<file path="config.mk">
export PLATFORM = sky130hd
export DESIGN_NAME = iiitb_tlc_monitor
export DESIGN_NICKNAME = d
export VERILOG_FILES = /design/src/rtl/iiitb_tlc_monitor.sv
export SDC_FILE = /design/constraint.sdc
export NUM_CORES = 1
export LEC_CHECK = 0
export ABC_AREA = 1
export CAP_MARGIN = 40
export CORE_AREA = 2 2 71 73
export CTS_CLUSTER_DIAMETER = 30
export DETAILED_ROUTE_END_ITERATION = 6
export DIE_AREA = 0 0 73 75
export GPL_ROUTABILITY_DRIVEN = 0
export PLACE_DENSITY = 0.92
export RECOVER_POWER = 50
export SYNTH_ARGS = -nofsm -noshare
export SYNTH_HDL_FRONTEND = slang
export SYNTH_SLANG_ARGS = --single-unit
</file>
<file path="constraint.sdc">
create_clock -name clk -period 2.7 [get_ports clk]
set_input_delay 0.54 -clock clk [delete_from_list [all_inputs] [get_ports clk]]
set_output_delay 0.54 -clock clk [all_outputs]
set_load 0.02 [all_outputs]
</file>
<file path="src/rtl/iiitb_tlc_monitor.sv">
`timescale 1ns/1ps
// Passive traffic-light monitor: decodes the highway/farm lamp buses into controller
// phases, checks the phase order and minimum dwell, and latches a sticky fault with cause.
module iiitb_tlc_monitor #(
    parameter int unsigned MIN_GREEN  = 1,
    parameter int unsigned MIN_YELLOW = 1,
    parameter int unsigned CNT_W      = 16
) (
    input  logic             clk,
    input  logic             rst_n,
    input  logic [2:0]       light_highway,
    input  logic [2:0]       light_farm,
    input  logic             clear,
    output logic [1:0]       phase,
    output logic             phase_valid,
    output logic [CNT_W-1:0] dwell,
    output logic [7:0]       cycle_count,
    output logic             fault,
    output logic [2:0]       fault_code
);

    typedef enum logic [1:0] {ST_SYNC, ST_TRACK, ST_FAULT} state_e;

    localparam logic [2:0] FC_NONE     = 3'd0;
    localparam logic [2:0] FC_INVALID  = 3'd1;
    localparam logic [2:0] FC_CONFLICT = 3'd2;
    localparam logic [2:0] FC_ILLEGAL  = 3'd3;
    localparam logic [2:0] FC_SHORT    = 3'd4;
    localparam logic [2:0] LAMP_RED    = 3'b100;

    localparam logic [CNT_W-1:0] DWELL_ONE = {{(CNT_W-1){1'b0}}, 1'b1};
    localparam logic [CNT_W-1:0] DWELL_MAX = {CNT_W{1'b1}};
    localparam logic [CNT_W-1:0] MIN_G     = CNT_W'(MIN_GREEN);
    localparam logic [CNT_W-1:0] MIN_Y     = CNT_W'(MIN_YELLOW);

    state_e           state_q, state_d;
    logic [2:0]       s_hw_q, s_hw_d;
    logic [2:0]       s_fm_q, s_fm_d;
    logic             smp_vld_q, smp_vld_d;
    logic [1:0]       phase_q, phase_d;
    logic             phase_valid_q, phase_valid_d;
    logic [CNT_W-1:0] dwell_q, dwell_d;
    logic [7:0]       cycle_count_q, cycle_count_d;
    logic             fault_q, fault_d;
    logic [2:0]       fault_code_q, fault_code_d;

    logic       dec_ok;
    logic [1:0] dec_phase;
    logic       dec_conflict;
    logic       dec_invalid;
    logic [1:0] next_phase;
    logic       dwell_met;
    logic [2:0] trk_code;

    // Decode works only on the registered lamp samples.
    always_comb begin
        dec_ok    = 1'b1;
        dec_phase = 2'd0;
        case ({s_hw_q, s_fm_q})
            6'b001_100: dec_phase = 2'd0;
            6'b010_100: dec_phase = 2'd1;
            6'b100_001: dec_phase = 2'd2;
            6'b100_010: dec_phase = 2'd3;
            default:    dec_ok    = 1'b0;
        endcase
    end

    assign dec_conflict = (s_hw_q != LAMP_RED) && (s_fm_q != LAMP_RED);
    assign dec_invalid  = !dec_ok && !dec_conflict;
    assign next_phase   = phase_q + 2'd1;
    assign dwell_met    = phase_q[0] ? (dwell_q >= MIN_Y) : (dwell_q >= MIN_G);

    always_comb begin
        trk_code = FC_NONE;
        if (dec_conflict) begin
            trk_code = FC_CONFLICT;
        end else if (dec_invalid) begin
            trk_code = FC_INVALID;
        end else if (dec_phase != phase_q && dec_phase != next_phase) begin
            trk_code = FC_ILLEGAL;
        end else if (dec_phase == next_phase && !dwell_met) begin
            trk_code = FC_SHORT;
        end
    end

    always_comb begin
        s_hw_d        = light_highway;
        s_fm_d        = light_farm;
        smp_vld_d     = 1'b1;
        state_d       = state_q;
        phase_d       = phase_q;
        phase_valid_d = phase_valid_q;
        dwell_d       = dwell_q;
        cycle_count_d = cycle_count_q;
        fault_d       = fault_q;
        fault_code_d  = fault_code_q;

        if (clear) begin
            state_d       = ST_SYNC;
            phase_d       = 2'd0;
            phase_valid_d = 1'b0;
            dwell_d       = '0;
            cycle_count_d = 8'd0;
            fault_d       = 1'b0;
            fault_code_d  = FC_NONE;
        end else begin
            case (state_q)
                ST_SYNC: begin
                    // The sample register holds nothing meaningful until one edge after reset.
                    if (smp_vld_q) begin
                        if (dec_ok) begin
                            state_d       = ST_TRACK;
                            phase_d       = dec_phase;
                            phase_valid_d = 1'b1;
                            dwell_d       = DWELL_ONE;
                        end else begin
                            state_d      = ST_FAULT;
                            fault_d      = 1'b1;
                            fault_code_d = dec_conflict ? FC_CONFLICT : FC_INVALID;
                        end
                    end
                end
                ST_TRACK: begin
                    if (trk_code != FC_NONE) begin
                        state_d       = ST_FAULT;
                        phase_valid_d = 1'b0;
                        fault_d       = 1'b1;
                        fault_code_d  = trk_code;
                    end else if (dec_phase == phase_q) begin
                        if (dwell_q != DWELL_MAX) begin
                            dwell_d = dwell_q + DWELL_ONE;
                        end
                    end else begin
                        phase_d = dec_phase;
                        dwell_d = DWELL_ONE;
                        if (phase_q == 2'd3) begin
                            cycle_count_d = cycle_count_q + 8'd1;
                        end
                    end
                end
                default: begin
                    phase_valid_d = 1'b0;
                end
            endcase
        end
    end

    always_ff @(posedge clk or negedge rst_n) begin
        if (!rst_n) begin
            state_q       <= ST_SYNC;
            s_hw_q        <= 3'd0;
            s_fm_q        <= 3'd0;
            smp_vld_q     <= 1'b0;
            phase_q       <= 2'd0;
            phase_valid_q <= 1'b0;
            dwell_q       <= '0;
            cycle_count_q <= 8'd0;
            fault_q       <= 1'b0;
            fault_code_q  <= FC_NONE;
        end else begin
            state_q       <= state_d;
            s_hw_q        <= s_hw_d;
            s_fm_q        <= s_fm_d;
            smp_vld_q     <= smp_vld_d;
            phase_q       <= phase_d;
            phase_valid_q <= phase_valid_d;
            dwell_q       <= dwell_d;
            cycle_count_q <= cycle_count_d;
            fault_q       <= fault_d;
            fault_code_q  <= fault_code_d;
        end
    end

    assign phase       = phase_q;
    assign phase_valid = phase_valid_q;
    assign dwell       = dwell_q;
    assign cycle_count = cycle_count_q;
    assign fault       = fault_q;
    assign fault_code  = fault_code_q;

endmodule

</file>
* Word level (Yosys, flattened, before mapping)
Cells that the tools add are included.
Cells by class: add/sub/neg operators 3, multipliers 0, div/mod/pow operators 0, $lt $le $gt $ge 1, equal/unequal tests 22, shift operators 0, mux-type cells 45, bitwise gates (word level) 0, reductions and logical operators 19
Operator list (count):
- 2-to-1 mux 16 bit | 6
- 2-to-1 mux 8 bit | 5
- case mux 16 bit (2 select lines) | 1
- 2-to-1 mux 3 bit | 8
- inequality test 3 bit, second input constant | 8
- 2-to-1 mux 2 bit | 10
- adder 16 x 1 -> 16 bit, second input constant | 1
- greater-or-equal comparator 16 x 1 -> 1 bit, second input constant | 1
- inequality test 16 bit, second input constant | 1
- equality test 6 bit, second input constant | 2
- AND reduction 5 bit | 2
- 2-to-1 mux 1 bit | 9
- adder 8 x 1 -> 8 bit, second input constant | 1
- case mux 2 bit (2 select lines) | 2
- AND reduction 4 bit | 2
- equality test 6 x 4 -> 1 bit, second input constant | 1
- equality test 6 x 5 -> 1 bit, second input constant | 1
- case mux 2 bit (3 select lines) | 1
- case mux 3 bit (2 select lines) | 1
- AND reduction 3 bit | 2
- nonzero test 3 bit | 2
- equality test 2 bit | 2
- logical AND 1 bit | 4
- inequality test 2 bit | 2
- 10 further kinds | 15
Storage, ports and cells: flip-flop bits (word level) 40, bits in latches 0, memory bits (writable) 0, bits in read-only memories 0, bits of input ports 9, output and inout bits 31, logic and storage cells 100, memories 0

* Depth between registers and ports, before layout
depth after elaboration 12, depth in mapped cells 16, mapped depth without buffers 15

* Worst setup path before layout
Ideal clock, no wire load.
path kind register to register, start point reg dwell_q[0] (netlist: dwell[0]), end point reg dwell_q[10] (netlist: dwell[10]), setup time 0.117 ns, arrival time 1.896 ns, data required time 2.583 ns, setup slack 0.687 ns, stages on the path, launching flop included 12, buffers on the path 1, clock period less this slack 2.013 ns, cell sequence dfrtp_1 -> ha_1 -> nand2_1 -> nor3_4 -> nand4_2 -> nor2_1 -> nand3_1 -> nor2_4 -> nor2_4 -> buf_4 -> nand3_1 -> nand2_1
Between the ends: cells in the longest elaborated chain, start to end 10, elaborated cells between the ends (all ways) 18, those cells by class add/sub (1); order compare (1); eq/ne (3); mux (9); reduce/logical (4)
RTL lines:
- from (decl) | line 42 | logic [CNT_W-1:0] dwell_q, dwell_d;
- from (signal assigned) | line 167 | dwell_q <= dwell_d;
- greater-or-equal comparator 16 x 1 -> 1 bit | line 71 | assign dwell_met = phase_q[0] ? (dwell_q >= MIN_Y) : (dwell_q >= MIN_G);
- logical NOT 1 bit | line 81 | end else if (dec_phase == next_phase && !dwell_met) begin
- logical AND 1 bit | line 81
- 2-to-1 mux 3 bit | line 81
- 2-to-1 mux 3 bit | line 79 | end else if (dec_phase != phase_q && dec_phase != next_phase) begin
- 2-to-1 mux 3 bit | line 77 | end else if (dec_invalid) begin
- 2-to-1 mux 3 bit | line 75 | if (dec_conflict) begin
- nonzero test 3 bit | line 124 | if (trk_code != FC_NONE) begin
- inequality test 3 bit (no source line)
- AND reduction 5 bit (no source line)
Several ways; a longest one is shown, not always the timed one. The select of a mux whose other input is x is not followed. A chain may end at the register's enable or synchronous reset.

* Final worst setup path
start point reg dwell_q[0] (netlist: dwell[0]), end point reg dwell_q[7] (netlist: dwell[7])
Same word-level chain as after synthesis.

==> run_results.csv <==
group,metric,value,unit
timing,max_slew_margin,-17.0,%
finish,diodes,0,
synthesis,yosys.area.top_type,"dfrtp_1",
clock_network,cts_buffers,5,
timing,hold_viol,0,
die,placementRows,25,
finish,final_common_cell,"nand2_1",
synthesis,ys_ff_latch,40,
route,wl_met2,3.11,mm
route,postRouteAntennaNets,0,
timing,fin_tns_setup,0,ns
timing,slew_violations,40,
timing,period_needed,2.32,ns
critical_path,r2r_start,"dwell[0]",
critical_path,arrival,2.49,ns
synthesis,ys_warn_count,0,
route,drc,0,
timing,rsz0062_at_grt,"no",
global_route,grt_pass1_vias,2534,
route,firstDrtPassIters,5,
die,die-width,73,um
critical_path,cp-startpoint,"dwell[0]",
die,initial_utilization,57.3,%
timing,max_clock_freq,0.432,GHz
hold_path,hp-class,"in2async",
die,core-area,4660,um2
critical_path,cp-start-kind,"flip-flop",
route,drt_first_iter_violations,327,
clock_network,postCtsSetupBuffers,0,
global_route,track_usage,25.0,%
route,detail_route.wl_per_cell,13.2,um
clock_network,clk_latency,0.29,ns
finish,nNetsFinal,432,
synthesis,synth_top_area_share,37.5,%
finish,final_cell_mix,"116 x nand2_1, 55 x nand3_1, 42 x nor2_1",
finish,drive_above_1_share,8.61,%
critical_path,cp.required,2.87,ns
timing,min_period_over_period,85.8,%
timing,setup_slack,0.383,ns
placed_design,port_buffers,39,
finish,fin_cells,472,
placed_design,detailedPlace.worstSlack,0.330,ns
finish,area_delta_synth_final,18.7,%
synthesis,ys_types,33,
clock_network,cts-resized-gates,0,
die,io-pin-count,40,
route,top_layer,"met4",
timing,finalSetupViolCount,0,
critical_path,crit_path_max_fanout,10,
global_route,grt_pass1_wl,10.8,mm
synthesis,yosysSeqAreaShare,37.5,%
synthesis,avgSynthCellArea,7.06,um2
timing,worstMarginPinSlew,1.76,ns
run,drv_cap,1,
synthesis,ys_async_sr_fraction,100,%
finish,fin_area,3170,um2
clock_network,clockBufferDepth,2,
timing,holdWs,0.0154,ns
pwr,p_per_area,397,nW/um2
timing,fin_skew,0.00981,ns
status,status,"complete, but fails checks",
synthesis,yosys_most_used_dff,"dfrtp_1",
clock_network,cts.sinks,40,
route,vias_per_cell,5.65,
global_route,grt_max_degree,40,
die,die_h,75,um
placed_design,dp_hpwl,4.44,mm
pwr,ir_worst_vdd,0.301,mV
synthesis,syn_area,2670,um2
placed_design,placedCellCount,465,
pwr,p_leak,1.57,nW
critical_path,critical_path_class,"reg2reg",
route,wl_met1,2.55,mm
synthesis,syn_inst,378,
synthesis,ys_top_cells_by_area,"dfrtp_1 38%, nand2_1 16%, nand3_1 10%, nor2_1 5.9%, inv_1 5.1%",
route,vias,2666,
synthesis,syn_nets,392,
status,violations,"max-capacitance violations, max-slew violations",
clock_network,cts.reportedPaths.clkPinSlew,0.08,ns
placed_design,dpl_cell_area,3100,um2
global_route,antenna_found_initial,0,
clock_network,htreeDepth,2,
clock_network,cts-root-buf,"clkbuf_8",
clock_network,cts_tree,"built",
route,wl,6.22,mm
synthesis,synth-edff-count,0,
route,wl_met3,336,um
critical_path,cp-end-kind,"flip-flop",
die,dieArea,5480,um2
clock_network,hold_buffers,0,
global_route,overflow,0,
per-layer routing:
metal  vias up  global-route usage (%)
li1       1295                       -
met1      1229                    30.6
met2       110                    43.7
met3        32                    4.02
met4         0                    10.9
met5         -                       0
area by class of cell:
cell class / count / area (um2)
fillers: 386 / 1490
multi-input cells: 290 / 1460
flip-flops and latches: 40 / 1000
repair buffers: 43 / 417
inverters: 38 / 143
clock buffers: 5 / 68.8
well taps: 54 / 67.6
clock inverters: 2 / 12.5
per-stage QoR:
stage / util (%) / total power [mW]
2_1_floorplan: - / 0.808
3_3_place_gp: 66.0 / 0.884
3_5_place_dp: 66.5 / 0.895
4_1_cts: 68.2 / 1.27
5_1_grt: 68.0 / 1.32
6_report: 68.0 / 1.26
sequential cells by signal, indices dropped and copies added (netlist names):
name / cells
cycle_count: 8
dwell: 16
fault: 1
fault_code: 3
phase: 2
phase_valid: 1
s_fm_q: 3
s_hw_q: 3
smp_vld_q: 1
state_q: 2
power breakdown:
part	leakage [nW]	switching, mW	internal (mW)
clock network	0.0400	0.205	0.175
logic	0.999	0.147	0.0796
registers	0.533	0.0296	0.622
total	1.57	0.382	0.877
worst paths after layout:
kind / slack (ns) / depth (start not counted) / endpoint
max reg2reg: 0.38 / 11 / dwell[7]
min reg2reg: 0.47 / 2 / fault_code[0]
max: 0.38 / 11 / dwell[7]
min: 0.02 / 1 / dwell[10]
max in group asynchronous: 0.67 / 2 / dwell[0]
min in group clk: 0.47 / 2 / fault_code[0]
cell usage after synthesis, types with 3 or more instances:
library cell,instances
buf_6,3
clkbuf_1,4
dfrtp_1,40
ha_1,5
inv_1,36
nand2_1,116
nand2_2,4
nand2_4,3
nand3_1,55
nand3_2,4
nand3b_1,3
nand4_1,13
nor2_1,42
nor2_2,5
nor3_1,13
xor2_1,8
worst max-delay path: stages, from the launching register on:
cell     delay (ns)
dfrtp_1        0.56
ha_1           0.26
nand2_1        0.15
nor3_4         0.24
nand4_2        0.17
nor2_1         0.13
nand3_1        0.13
nor2_4         0.15
nor2_4         0.08
buf_4          0.17
nand3_1        0.09
nand2_1        0.07
cell families (layout without fill, tap and decap cells):
logic type / count (synthesis) / after routing / share of synthesized area (%)
AND/OR/NAND/NOR: 268 / 268 / 47.5
buffers and inverters: 48 / 88 / 7.83
flip-flops: 40 / 40 / 37.5
XOR/XNOR: 10 / 10 / 3.28
AO/OA/AOI/OAI: 6 / 6 / 1.41
adder cells (fa/ha/maj): 5 / 5 / 2.34
other: 1 / 1 / 0.141
Power figures use the tool's default switching activity.
